**config.mk**
```make
export PLATFORM = sky130hd
export DESIGN_NAME = qam_mapper
export DESIGN_NICKNAME = d
export VERILOG_FILES = /design/src/rtl/qam_mapper.sv
export SDC_FILE = /design/constraint.sdc
export NUM_CORES = 1
export LEC_CHECK = 0
export CORE_ASPECT_RATIO = 0.5
export CORE_UTILIZATION = 44
export CTS_CLUSTER_SIZE = 40
export DETAILED_ROUTE_END_ITERATION = 16
export GPL_ROUTABILITY_DRIVEN = 0
export GPL_TIMING_DRIVEN = 1
export PLACE_DENSITY_LB_ADDON = 0.15
export SYNTH_ARGS = -nofsm -noshare
export SYNTH_HDL_FRONTEND = slang
export SYNTH_SLANG_ARGS = --single-unit
```
**constraint.sdc**
```tcl
create_clock -name clk -period 3 [get_ports clk]
set_clock_uncertainty 0.05 [all_clocks]
set_input_delay 0.6 -clock clk [delete_from_list [all_inputs] [get_ports clk]]
set_output_delay 0.6 -clock clk [all_outputs]
set_load 0.05 [all_outputs]
```
**src/rtl/qam_mapper.sv**
```systemverilog
`default_nettype none
// ============================================================================
//  Module      : qam_mapper
//  Description : Serial-bit to QPSK / 16-QAM / 64-QAM constellation mapper
//                with 802.11a Gray mapping and signed fixed-point I/Q output
//                over a valid/ready handshake. Mode is runtime-selectable and
//                latched at the first beat of each symbol.
//                Optional macro QAM_NORM_EN selects unit-average-energy
//                scaling from a constant table (IQ_W <= 31 in that build);
//                otherwise levels are scaled by a plain left shift.
//  Revision    : 1.0  initial release
// ============================================================================
module qam_mapper #(
    parameter int IN_BITS = 2,   // 1 or 2
    parameter int IQ_W    = 16   // >= 8
) (
    input  logic                   clk,
    input  logic                   rst,
    input  logic [1:0]             mode,
    input  logic                   flush,
    input  logic [IN_BITS-1:0]     in_data,
    input  logic                   in_valid,
    input  logic                   in_last,
    output logic                   in_ready,
    output logic signed [IQ_W-1:0] out_i,
    output logic signed [IQ_W-1:0] out_q,
    output logic                   out_valid,
    output logic                   out_last,
    input  logic                   out_ready,
    output logic                   err_mode
);

    localparam logic [1:0] c_MODE_QPSK = 2'd0;
    localparam logic [1:0] c_MODE_16   = 2'd1;
    localparam logic [1:0] c_MODE_64   = 2'd2;
    localparam logic [1:0] c_MODE_RSV  = 2'd3;

`ifdef QAM_NORM_EN
    // Table entries are level/sqrt(Es) in Q30; reduce to Q(IQ_W-2) with rounding.
    localparam int          c_NSH = 32 - IQ_W;
    localparam logic [32:0] c_RND = 33'(1) << (c_NSH - 1);
`else
    localparam int c_SH = IQ_W - 5;
`endif

    // Axis value from sign bit and magnitude index (index n means level 2n+1).
    function automatic logic [IQ_W-1:0] axis_val(input logic [1:0] m,
                                                 input logic       pos,
                                                 input logic [1:0] mi);
        logic [IQ_W-1:0] mag;
`ifdef QAM_NORM_EN
        logic [32:0] q30;
        case (m)
            c_MODE_QPSK: q30 = 33'd759250125;
            c_MODE_16:   q30 = mi[0] ? 33'd1018640937 : 33'd339546979;
            default: begin
                case (mi)
                    2'd0:    q30 = 33'd165681960;
                    2'd1:    q30 = 33'd497045880;
                    2'd2:    q30 = 33'd828409800;
                    default: q30 = 33'd1159773720;
                endcase
            end
        endcase
        mag = IQ_W'((q30 + c_RND) >> c_NSH);
`else
        mag = IQ_W'({mi, 1'b1}) << c_SH;
`endif
        return pos ? mag : (IQ_W'(0) - mag);
    endfunction

    logic [1:0]      r_mode;
    logic [2:0]      r_count;
    logic [5:0]      r_acc;
    logic            r_err;
    logic [IQ_W-1:0] r_out_i;
    logic [IQ_W-1:0] r_out_q;
    logic            r_out_valid;
    logic            r_out_last;

    logic            w_accept;
    logic [1:0]      w_mode_eff;
    logic [2:0]      w_k;
    logic [3:0]      w_cnt_next;
    logic [5:0]      w_bits;
    logic            w_complete;
    logic            w_i_pos;
    logic            w_q_pos;
    logic [1:0]      w_i_mi;
    logic [1:0]      w_q_mi;
    logic [IQ_W-1:0] w_i;
    logic [IQ_W-1:0] w_q;

    assign in_ready  = ~flush & (~r_out_valid | out_ready);
    assign w_accept  = in_valid & in_ready;
    assign out_i     = r_out_i;
    assign out_q     = r_out_q;
    assign out_valid = r_out_valid;
    assign out_last  = r_out_last;
    assign err_mode  = r_err;

    // Symbol assembly and Gray demux of the bits completed on this beat.
    always_comb begin
        w_mode_eff = r_mode;
        if (r_count == 3'd0) begin
            w_mode_eff = (mode == c_MODE_RSV) ? c_MODE_QPSK : mode;
        end

        case (w_mode_eff)
            c_MODE_QPSK: w_k = 3'd2;
            c_MODE_16:   w_k = 3'd4;
            default:     w_k = 3'd6;
        endcase

        // Unreceived positions stay zero, which gives the padding on in_last.
        w_bits     = r_acc | (6'(in_data) << r_count);
        w_cnt_next = 4'(r_count) + 4'(IN_BITS);
        w_complete = w_accept & ((w_cnt_next >= {1'b0, w_k}) | in_last);

        case (w_mode_eff)
            c_MODE_QPSK: begin
                w_i_pos = w_bits[0];
                w_i_mi  = 2'd0;
                w_q_pos = w_bits[1];
                w_q_mi  = 2'd0;
            end
            c_MODE_16: begin
                w_i_pos = w_bits[0];
                w_i_mi  = {1'b0, ~w_bits[1]};
                w_q_pos = w_bits[2];
                w_q_mi  = {1'b0, ~w_bits[3]};
            end
            default: begin
                w_i_pos = w_bits[0];
                w_i_mi  = {~w_bits[1], ~(w_bits[1] ^ w_bits[2])};
                w_q_pos = w_bits[3];
                w_q_mi  = {~w_bits[4], ~(w_bits[4] ^ w_bits[5])};
            end
        endcase

        w_i = axis_val(w_mode_eff, w_i_pos, w_i_mi);
        w_q = axis_val(w_mode_eff, w_q_pos, w_q_mi);
    end

    // Bit collection, mode latch, sticky error and registered output stage.
    always_ff @(posedge clk) begin
        if (rst) begin
            r_mode      <= c_MODE_QPSK;
            r_count     <= 3'd0;
            r_acc       <= 6'd0;
            r_err       <= 1'b0;
            r_out_i     <= '0;
            r_out_q     <= '0;
            r_out_valid <= 1'b0;
            r_out_last  <= 1'b0;
        end else begin
            if (flush) begin
                r_count <= 3'd0;
                r_acc   <= 6'd0;
            end else if (w_accept) begin
                if (r_count == 3'd0) begin
                    r_mode <= w_mode_eff;
                    if (mode == c_MODE_RSV) begin
                        r_err <= 1'b1;
                    end
                end
                if (w_complete) begin
                    r_count <= 3'd0;
                    r_acc   <= 6'd0;
                end else begin
                    r_count <= w_cnt_next[2:0];
                    r_acc   <= w_bits;
                end
            end

            // A new symbol may overwrite one being handed off this same cycle.
            if (w_complete) begin
                r_out_valid <= 1'b1;
                r_out_i     <= w_i;
                r_out_q     <= w_q;
                r_out_last  <= in_last;
            end else if (out_ready) begin
                r_out_valid <= 1'b0;
            end
        end
    end

endmodule
`default_nettype wire
```
== Word level (Yosys, flattened, before mapping) ==
Index checks and enable logic that the tools add are counted.

* Register bits: 46
* Bits of input ports: 10
* Word-level logic and storage cells: 48

* Add/sub/neg operators: 3
* Order comparisons: 1
* Equality and inequality tests: 2
* Shifts and indexed selects: 1
* Muxes and demuxes: 12
* Bitwise operators: 15
* Reduce and logical (&&, ||, !) cells: 6

{| class="wikitable"
|+ Operators with widths
! operator !! count
|-
| 2-to-1 mux 16 bit || 2
|-
| subtractor 1 x 14 -> 15 bit, first input constant || 2
|-
| one-hot mux 2 bit (2 select lines) || 2
|-
| inverter 1 bit || 7
|-
| 2-to-1 mux 6 bit || 1
|-
| bitwise OR 6 bit || 1
|-
| one-hot mux 3 bit (2 select lines) || 1
|-
| left shift 2 x 3 -> 6 bit || 1
|-
| adder 3 x 2 -> 4 bit, second input constant || 1
|-
| greater-or-equal comparator 4 x 3 -> 1 bit || 1
|-
| 2-to-1 mux 2 bit || 2
|-
| AND reduction 4 bit || 1
|-
| AND 1 bit || 3
|-
| logical NOT 3 bit || 1
|-
| 2-to-1 mux 3 bit || 1
|-
| AND reduction 3 bit || 1
|-
| equality test 2 x 1 -> 1 bit, second input constant || 1
|-
| equality test 2 bit, second input constant || 1
|-
| logical NOT 2 bit || 1
|-
| 2-to-1 mux 1 bit || 2
|-
| bitwise OR 1 bit || 2
|-
| one-hot mux 1 bit (2 select lines) || 1
|-
| nonzero test 2 bit || 1
|-
| OR reduction 2 bit || 1
|-
| XOR 1 bit || 2
|}

== Logic depth before layout (Yosys ltp) ==
Gate-level depths: netlist of run 1.

* Depth after elaboration: 9
* Depth in mapped cells: 13
* Depth with buffers taken out: 11

== Worst setup path after synthesis of run 1 ==
OpenSTA, ideal clock, no wires.

* Path type: register to register
* Start point: register r_count[1]
* End point: register r_acc[3]
* Arrival: 2571 ps
* Setup slack: 301 ps
* Stages on the path, launching flop included: 14
* Buffers on the path: 2
* Period minus slack after synthesis: 2699 ps
* Cell sequence: dfxtp_1 -> inv_1 -> ha_1 -> buf_6 -> nor3b_1 -> a21o_2 -> inv_1 -> ha_1 -> nand2b_1 -> a311oi_1 -> nor2b_1 -> or3_1 -> clkbuf_1 -> nor3_1

* Word-level cells in the longest chain between the ends: 8

{| class="wikitable"
|+ Ends and longest elaborated chain
! item !! RTL line !! text
|-
| start: declaration || 73 || <nowiki>logic [2:0] r_count;</nowiki>
|-
| start signal: assignment || 171 || <nowiki>r_count <= w_cnt_next[2:0];</nowiki>
|-
| logical NOT 3 bit || 105 || <nowiki>if (r_count == 3'd0) begin</nowiki>
|-
| 2-to-1 mux 2 bit || 105 ||
|-
| equality test 2 x 1 -> 1 bit or logical NOT 2 bit (tied branches) || 109 || <nowiki>case (w_mode_eff)</nowiki>
|-
| one-hot mux 3 bit (2 select lines) || 109 ||
|-
| greater-or-equal comparator 4 x 3 -> 1 bit || 118 || <nowiki>w_complete = w_accept & ((w_cnt_next >= {1'b0, w_k}) | in_last);</nowiki>
|-
| bitwise OR 1 bit || 118 ||
|-
| AND 1 bit || 118 ||
|-
| 2-to-1 mux 6 bit (*) || 167 || <nowiki>if (w_complete) begin</nowiki>
|-
| end signal: assignment || 172 || <nowiki>r_acc <= w_bits;</nowiki>
|-
| end: declaration || 74 || <nowiki>logic [5:0] r_acc;</nowiki>
|}

Mark *: on every way between the ends. The rest lies on a longest branch, timed or not.
A chain may end at the register's enable or synchronous reset.

== Final worst setup path of run 1 ==
* Start point: input mode[0]
* End point: register r_acc[3]

* Word-level cells in the longest chain between the ends: 9

{| class="wikitable"
|+ Ends and longest elaborated chain
! item !! RTL line !! text
|-
| start: declaration || 19 || <nowiki>input logic [1:0] mode,</nowiki>
|-
| equality test 2 bit || 106 || <nowiki>w_mode_eff = (mode == c_MODE_RSV) ? c_MODE_QPSK : mode;</nowiki>
|-
| 2-to-1 mux 2 bit (*) || 106 ||
|-
| 2-to-1 mux 2 bit (*) || 105 ||
|-
| equality test 2 x 1 -> 1 bit or logical NOT 2 bit (tied branches) || 109 ||
|-
| one-hot mux 3 bit (2 select lines) (*) || 109 ||
|-
| greater-or-equal comparator 4 x 3 -> 1 bit (*) || 118 ||
|-
| bitwise OR 1 bit (*) || 118 ||
|-
| AND 1 bit (*) || 118 ||
|-
| 2-to-1 mux 6 bit (*) || 167 ||
|}

Marks and branches as above.

==> qor.txt, run 1 <==
Chip Width: 77.49 um
Total track usage: 18.31%
Crit. End Element: register
CTS tree: done
Synth Instances: 152
Worst hold margin: 0.4262 ns
EDFF count, synth: 0
WP data arrival: 3.00 ns
DRT iter0 DRCs: 54
Measured slew at the worst slew-check pin: 0.5098 ns
Pin count of the biggest net entering global routing: 14
Cell variety after synth: 44
Initial core utilization: 47.29%
DRC viols: 0
Placed Cells: 217
Dpl hpwl: 2020 um
Register area share after synthesis: 31.94%
Hold Crit Class: reg2reg
First-pass GRT wire length: 4133 um
Post-layout util: 58.90%
Area share of fa/ha/maj cells after synthesis: 4.591%
Slew Limit Fails: 0
CTS sink cnt: 20
Status: complete, no violations
WL final: 2682 um
Post-Synth XOR/XNOR Area: 2.096%
Layout Nets: 199
Filler Cells Inserted: 249
Area growth from synthesis to layout: 24.55%
Clk Latency, worst-skew pair: 0.26 ns
Wire per inst: 12.14 um
CTS Hold Bufs: 0
Port Buffer Count: 23
Number of global-route vias before repair: 871
Warnings from Yosys: 0
Crit path kind: in2reg
Final setup violation count: 0
Compound-Gate Fraction of Synth Area: 17.17%
Final hold vios: 0
Layout cells sized above 1: 14.67%
Die area: 0.003080 mm2
Top-area cell type share of the netlist area: 31.94%
Pre-Repair DR Iteration Count: 4
Via count: 1103
Critical path peak fanout: 8
Slew HR: 65.91%
Startpoint Class: primary input
Total gr overflow: 0
Die H: 39.75 um
Post-Synth Simple-Gate Area: 24.25%
RSZ-0062 raised after global routing: no
Predominant post-synthesis flop cell: dfxtp_1
FMAX: 349.7 MHz
Async set-or-reset flop fraction in the synthesized netlist: 0%
Initial antenna violation count: 0
CTS buffer count: 3
Combinational family with the most area after synthesis: simple AND/OR/NAND/NOR gates
Tmin final: 2.860 ns
WP data required: 3.14 ns
Inserted Diodes: 0
I/O pin count: 46
Core area: 0.002651 mm2
Peak VDD IR: 0.2395 mV
DR vias/cell: 4.991
Row cnt: 13
Clock root cell: clkbuf_8
Top-count cell post-synth: buf_4
Mapped Area: 0.001254 mm2
Clock slew at reported path FFs: 0.08 ns
Multiplexer share of the synthesized area: 0.7984%
Synth area leader: dfxtp_1
Cell area power density: 469.7 mW/mm2
Max cap viols: 0
Leakage power: 0.6215 nW
Non-Filler Instances: 221
H-tree levels: 1
Top cells by count, synth: 25 x buf_4, 23 x nor2_1, 20 x dfxtp_1, 7 x a21oi_1, 7 x a31oi_1
Setup tns final: 0 ns
Post-route ant nets: 0
Period utilization: 95.33%
Clk buf depth: 2
Synth top area cells: dfxtp_1 32%, buf_4 15%, nor2_1 6.9%
Syn_area_per_cell: 8.248 um2
Seq cells post-synth: 20
where the power goes:
group / internal (W) / switching, W
Combinational: 0.0000765 / 0.000164
Sequential: 0.000276 / 0.00000624
Clock: 0.000117 / 0.0000936
Total: 0.000470 / 0.000264
repair_timing:
item,CTS,global route
buffers inserted,0,0
resized for setup,0,1
setup endpoints to repair,0,1
stage by stage:
step                      cell area [um2]  setup WS, ns  total power [W]
final                                1562        0.1401        0.0007334
after detailed placement             1501       -0.1899        0.0005267
after global placement               1501      -0.05153        0.0005231
after floorplan                      1333        0.3013        0.0004817
after CTS                            1556       0.07270        0.0007356
after global routing                 1562       0.04231        0.0007619
routing by layer:
layer  vias up  global-route usage [%]  part of all wire (%)
met5         -                       0                     0
met4         0                   6.132                   1.1
met1       504                   23.87                    52
met3         5                   5.581                   5.8
met2        44                   29.20                    41
li1        550                       -                     -
registers in the layout, indices dropped and copies added, names as in the netlist:
| name | cells |
|---|---|
| r_acc | 6 |
| out_last | 1 |
| r_mode | 2 |
| err_mode | 1 |
| out_q | 3 |
| r_count | 2 |
| out_i | 4 |
| out_valid | 1 |
worst paths after layout:
check | start | slack, ns | end | cells after the start
worst max register to register | r_count[2] | 0.28 | r_acc[3] | 10
worst max-delay path | mode[0] | 0.14 | r_acc[3] | 9
worst min register to register | out_i[14] | 0.43 | out_i[14] | 2
worst min-delay path | out_i[14] | 0.43 | out_i[14] | 2
kinds of logic after synthesis:
| kind of cell | count (synthesis) |
|---|---|
| other cells | 1 |
| flops | 20 |
| compound gates | 31 |
| simple gates | 56 |
| fa+ha+maj | 4 |
| xor+xnor | 3 |
| buf+inv | 36 |
| mux | 1 |
worst max-delay path, cell delays in order:
cell and delay (ns):
clkdlybuf4s50_1 0.46, xnor2_1 0.15, a21oi_1 0.22, inv_1 0.10, fa_1 0.44, a311oi_1 0.33
nor2b_1 0.12, or3_4 0.40, nor3_1 0.18
cell usage in the layout, fill, tap and decap left out, types with 2 or more instances in the layout:
master           count
nor2_1              23
conb_1              22
clkdlybuf4s50_1     22
dfxtp_1             20
buf_4               16
a21oi_1              7
a31oi_1              7
inv_1                5
nand2_1              5
nor3b_1              4
nor2b_1              4
clkbuf_8             4
a311oi_1             3
and2_1               3
ha_1                 3
xnor2_1              2
nor3_1               2
nand2b_1             2
or3_1                2
a211oi_1             2
o31ai_1              2
final cells by class:
class,instances,area (um2),share of cell area [%]
Clock buffer,4,55.05,3.526
Inverter,5,18.77,1.202
Tap cell,37,46.29,2.965
Sequential cell,20,400.4,25.64
Timing Repair Buffer,38,340.3,21.79
Multi-Input combinational cell,117,700.7,44.87
Power figures use the tool's default switching activity.
==> inputs of run 2 (changes only) <==
CORE_UTILIZATION = 33   (was 44)
HOLD_SLACK_MARGIN = 0.08   (was not set)
SLEW_MARGIN = 20   (was not set)
==> qor.txt, run 2 (synthesis results as in run 1) <==
Clk buf depth: 2 (unchanged)
Area growth from synthesis to layout: 25.45%
Clk Latency, worst-skew pair: 0.26 ns (about the same)
Clock slew at reported path FFs: 0.07 ns (about the same)
Inserted Diodes: 0 (unchanged)
Filler Cells Inserted: 360 (+45%)
Slew Limit Fails: 0 (unchanged)
Post-route ant nets: 0 (unchanged)
Chip Width: 89.17 um (+15%)
Final hold vios: 0 (unchanged)
Layout Nets: 200 (+0.50%)
Wire per inst: 11.19 um (-7.8%)
DR vias/cell: 4.638 (-7.1%)
Max cap viols: 0 (unchanged)
Period utilization: 94.47% (-0.86 points)
Most frequent cells in the layout: 23 x nor2_1, 22 x conb_1, 22 x clkdlybuf4s50_1, 20 x dfxtp_1, 17 x buf_4
Max reg flops: 6 (unchanged)
Clock root cell: clkbuf_8
CTS Hold Bufs: 0 (unchanged)
Most common cell after layout, fill and taps aside: nor2_1
Die H: 45.59 um (+15%)
Non-Filler Instances: 235 (+6.3%)
Measured slew at the worst slew-check pin: 0.4992 ns (-0.01058 ns)
Row cnt: 15 (+2)
CTS tree: done
CTS buffer count: 3 (unchanged)
Pre-Repair DR Iteration Count: 4 (unchanged)
H-tree levels: 1 (unchanged)
Via count: 1090 (-1.2%)
Status: complete, no violations
CTS sink cnt: 20 (unchanged)
DRT iter0 DRCs: 47 (-13%)
Number of global-route vias before repair: 870 (-0.11%)
Peak VDD IR: 0.1696 mV (-29%)
Slew HR: 66.61% (+0.71 points)
Dpl ws: -0.1597 ns (+0.03027 ns)
Hold Crit Class: reg2reg
Startpoint Class: primary input
Setup Fix Bufs, Post-CTS: 0 (unchanged)
Critical path peak fanout: 8 (unchanged)
Layout cells sized above 1: 14.67% (unchanged)
RSZ-0062 raised after global routing: no
DRC viols: 0 (unchanged)
Post-layout util: 44.57% (-14 points)
Placed Cells: 232 (+6.9%)
WP data arrival: 2.97 ns (-0.03 ns)
Pin count of the biggest net entering global routing: 13 (-1)
FMAX: 352.8 MHz (+0.91%)
First-pass GRT wire length: 4126 um (-0.17%)
Crit. End Element: register
Final setup violation count: 0 (unchanged)
Leakage power: 0.6185 nW (-0.48%)
Cell area power density: 445.3 mW/mm2 (-5.2%)
Port Buffer Count: 23 (unchanged)
Die area: 0.004065 mm2 (+32%)
Tmin final: 2.834 ns (-0.02583 ns)
Initial core utilization: 35.53% (-12 points)
Core area: 0.003528 mm2 (+33%)
Total track usage: 13.86% (-4.4 points)
Total gr overflow: 0 (unchanged)
I/O pin count: 46 (unchanged)
Final WS setup: 0.1659 ns (+0.02583 ns)
WP data required: 3.13 ns (about the same)
Top reg by flops: r_acc
WL final: 2629 um (-2.0%)
Dpl hpwl: 2069 um (+2.4%)
Initial antenna violation count: 0 (unchanged)
Setup tns final: 0 ns (unchanged)
Crit path kind: in2reg
## run 2: cell types whose count changed in the layout (fill, tap and decap cells not counted), sizes merged
cell,before,now
clkbuf,4,3
buf,16,17
## run 2: repair_timing
| action | 4_1_cts | 5_1_grt |
|---|---|---|
| hold endpoints to repair | 0 | 0 |
| gates resized for setup | 0 | 1 |
| setup endpoints to repair | 0 | 1 |
## run 2: final timing paths
kind	startpoint	to	slack (ns)	depth (start not counted)
worst max-delay path	mode[1]	r_acc[3]	0.17	10
worst min-delay path	r_mode[0]	r_mode[0]	0.42	2
worst min register to register	r_mode[0]	r_mode[0]	0.42	2
worst max register to register	r_count[2]	r_acc[3]	0.36	10
## run 2: layout make-up
type | count | area (um2) | area share, %
Inverter | 5 | 18.77 | 1.193
Sequential cell | 20 | 400.4 | 25.46
Clock buffer | 3 | 41.29 | 2.625
Tap cell | 51 | 63.81 | 4.057
Multi-Input combinational cell | 117 | 700.7 | 44.55
Timing Repair Buffer | 39 | 347.8 | 22.12
## run 2: power by group
group	leakage, nW	internal, W	switching [W]	total [W]
logic	0.434	0.0000771	0.000162	0.000239
registers	0.163	0.000276	0.00000583	0.000282
clock network	0.0216	0.0000896	0.0000894	0.000179
## run 2: routing by layer
metal | vias to the layer above | global-route usage [%] | routed length [um]
met5 | - | 0 | 0
li1 | 551 | - | -
met1 | 490 | 19.32 | 1390
met2 | 46 | 22.14 | 1088
met4 | 0 | 1.905 | 7
met3 | 3 | 3.804 | 143
## run 2: worst max-delay path, stage by stage
cell             delay, ns
clkdlybuf4s50_1       0.53
and2b_1               0.21
a21o_2                0.22
inv_1                 0.05
ha_1                  0.21
nand2b_1              0.14
a311oi_1              0.32
nor2b_1               0.10
or3_4                 0.39
nor3_1                0.20
## run 2: metrics by stage
step,cell area (um2),total power [W],hold WS [ns]
detailed placement,1526,0.0005269,0.4119
floorplan,1333,0.0004817,0.3876
CTS,1568,0.0007066,0.4248
global placement,1526,0.0005262,0.4109
global route,1573,0.0007395,0.4465
finish,1573,0.0007004,0.4210
==> inputs of run 3 (changes only) <==
CORE_UTILIZATION = 44   (was 33)
CTS_CLUSTER_DIAMETER = 50   (was not set)
GPL_ROUTABILITY_DRIVEN = not set   (was 0)
==> results of run 3 <==
No change in the layout: final DEF, timing and power equal those of run 1.
==> patch, RTL diff (flow settings as in run 2) <==
Change the parameter `IQ_W` from 16 to 24.
--- a/src/rtl/qam_mapper.sv
+++ b/src/rtl/qam_mapper.sv
@@ -12,7 +12,7 @@
 // ============================================================================
 module qam_mapper #(
     parameter int IN_BITS = 2,   // 1 or 2
-    parameter int IQ_W    = 16   // >= 8
+    parameter int IQ_W    = 24   // >= 8
 ) (
     input  logic                   clk,
     input  logic                   rst,
Interface: changed (resized out_i and out_q); port bits go from 46 to 62. The function was not compared with the original's and may differ.
==> patch against run 2 <==
Power grew 19%. Synthesized area grew 9.6%. Final cell count is 8.9% higher. Design area increased by 6.4%. Utilization is 2.1 points lower. Setup slack worse by 0.0039 ns. Sequential cell count is the same. Routed wire length is 2.8% higher. Largest power group is now combinational logic. Highest routed layer unchanged.
==> patch: results (changes against run 2) <==
.. list-table::
   :header-rows: 1

   * - Metric
     - Value
   * - Run status
     - finished clean
   * - Power drawn by the sequential cells
     - 0.283 mW (about the same)
   * - Count of different cell masters after synthesis
     - 44 (unchanged)
   * - Met3 Resource Use GR
     - 0.03333 (-0.004710)
   * - Insertion delay to the later sink of the worst-skew pair
     - 0.26 ns (about the same)
   * - Final setup violation count
     - 0 (unchanged)
   * - Leak pwr
     - 0.6893 nW (+11%)
   * - Pin count of the biggest net entering global routing
     - 13 (unchanged)
   * - PnR Total Power
     - 0.8351 mW (+19%)
   * - DRC violation total after the first TritonRoute iteration
     - 53 (+13%)
   * - Inst Count DP
     - 252 (+8.6%)
   * - Global-route met2 utilization
     - 0.1765 (-0.04490)
   * - Most flops, register
     - r_acc
   * - Number of warnings printed during yosys synthesis
     - 0 (unchanged)
   * - Postcts setup bufs
     - 0 (unchanged)
   * - Psw
     - 0.3035 mW (+18%)
   * - Biggest area contributors in the synthesized netlist
     - sky130_fd_sc_hd__dfxtp_1, sky130_fd_sc_hd__buf_4, sky130_fd_sc_hd__nor2_1, sky130_fd_sc_hd__a31oi_1, sky130_fd_sc_hd__ha_1
   * - WL/cell
     - 10.55 um (-5.7%)
   * - Number of antenna violations at the first check in global routing
     - 0 (unchanged)
   * - Number of cell instances on the worst register-to-register path
     - 10 (unchanged)
   * - Met1 layer usage reported by global route
     - 0.1815 (-0.01172)
   * - GRT Util Overall
     - 0.1237 (-0.01495)
   * - Relative slew slack
     - 0.6682 (+0.002023)
   * - Mapped Avg Cell Area
     - 8.177 um^2 (-0.86%)
   * - Number of enable flip-flop cells after synthesis
     - 0 (unchanged)
   * - Leading post-synthesis cells by instance count
     - sky130_fd_sc_hd__buf_4, sky130_fd_sc_hd__nor2_1, sky130_fd_sc_hd__dfxtp_1
   * - CTS clock-pin slew for the worst setup and hold paths
     - 0.08 ns
   * - Htree depth
     - 1 (unchanged)
   * - # nets final
     - 217 (+8.5%)
   * - Worst Hold Class
     - reg -> reg
   * - Area of placed instances
     - 0.001598 mm^2 (+4.7%)
   * - Ratio of cells with drive above 1 in the final layout
     - 0.1436 (-0.003175)
   * - Data arrival time of the worst path
     - 2.94 ns (-0.03 ns)
   * - Peak fanout along the critical path
     - 4 (-4)
   * - Clock network power
     - 0.268 mW (+50%)
   * - Max Root-Sink Buffers
     - 2 (unchanged)
   * - Number of CTS-inserted buffers
     - 3 (unchanged)
   * - Wire length of the first global-routing pass
     - 4057 um (-1.7%)
   * - Quantity of gates resized following cts
     - 0 (unchanged)
   * - HPWL after DPL
     - 2130 um (+2.9%)
   * - Via/cell ratio
     - 4.445 (-4.2%)
   * - Proportion of synthesized chip area in sequential cells
     - 0.2914 (-0.02792)
   * - Vias in the first global route
     - 835 (-4.0%)
   * - IR drop worst, VDD
     - 154.9 uV (-8.7%)
   * - Largest register FFs
     - 6 (unchanged)
   * - Post-synthesis async set-or-reset flop share
     - 0 (unchanged)
   * - DRT Wirelength
     - 2702 um (+2.8%)
   * - WHS Path Cells
     - 2 (unchanged)
## patch: cell types whose count changed after synthesis, sizes merged
cell,run 2,this run
buf,26,42
## patch: worst max-delay path, cell delays in order
cell                              delay, ns
sky130_fd_sc_hd__clkdlybuf4s50_1       0.54
sky130_fd_sc_hd__and2b_1               0.22
sky130_fd_sc_hd__a21o_2                0.22
sky130_fd_sc_hd__inv_1                 0.05
sky130_fd_sc_hd__ha_1                  0.20
sky130_fd_sc_hd__nand2b_1              0.15
sky130_fd_sc_hd__a311oi_1              0.31
sky130_fd_sc_hd__nand2b_1              0.23
sky130_fd_sc_hd__nor3b_1               0.07
sky130_fd_sc_hd__a311o_1               0.36
## patch: logic make-up after synthesis
family,count (synthesis),synth area share
AO/OA/AOI/OAI,31,0.1566
XOR/XNOR,3,0.01913
adder cells (fa/ha/maj),4,0.04190
buffers and inverters,52,0.2596
flip-flops,20,0.2914
multiplexers,1,0.007286
other,1,0.002730
AND/OR/NAND/NOR,56,0.2213
## patch: final timing paths
path,start,to,slack (ns)
worst min-delay path,err_mode,err_mode,0.43
worst max register to register,r_count[2],out_i[20],0.42
worst min register to register,err_mode,err_mode,0.43
worst max-delay path,mode[1],out_i[20],0.16
## patch: layer usage
metal	wire length, um	part of all wire
met4	10	0.0037
met3	178	0.066
met1	1445	0.53
met2	1067	0.39
met5	0	0
## patch: cell type report
class | instances | area, um^2
clock inverter | 1 | 30.03
fill | 404 | 2270
sequential | 20 | 400.4
multi-input combinational | 133 | 760.7
inverter | 5 | 18.77
tap | 54 | 67.56
clock buffer | 3 | 41.29
timing repair buffer | 40 | 355.3
## patch: through the flow
step	setup slack [ns]	hold slack [ns]
CTS	0.1032	0.4328
global placement	-0.09408	0.4107
floorplan	0.3013	0.3876
detailed placement	-0.1732	0.4207
global route	0.05259	0.4531
finish	0.1621	0.4280
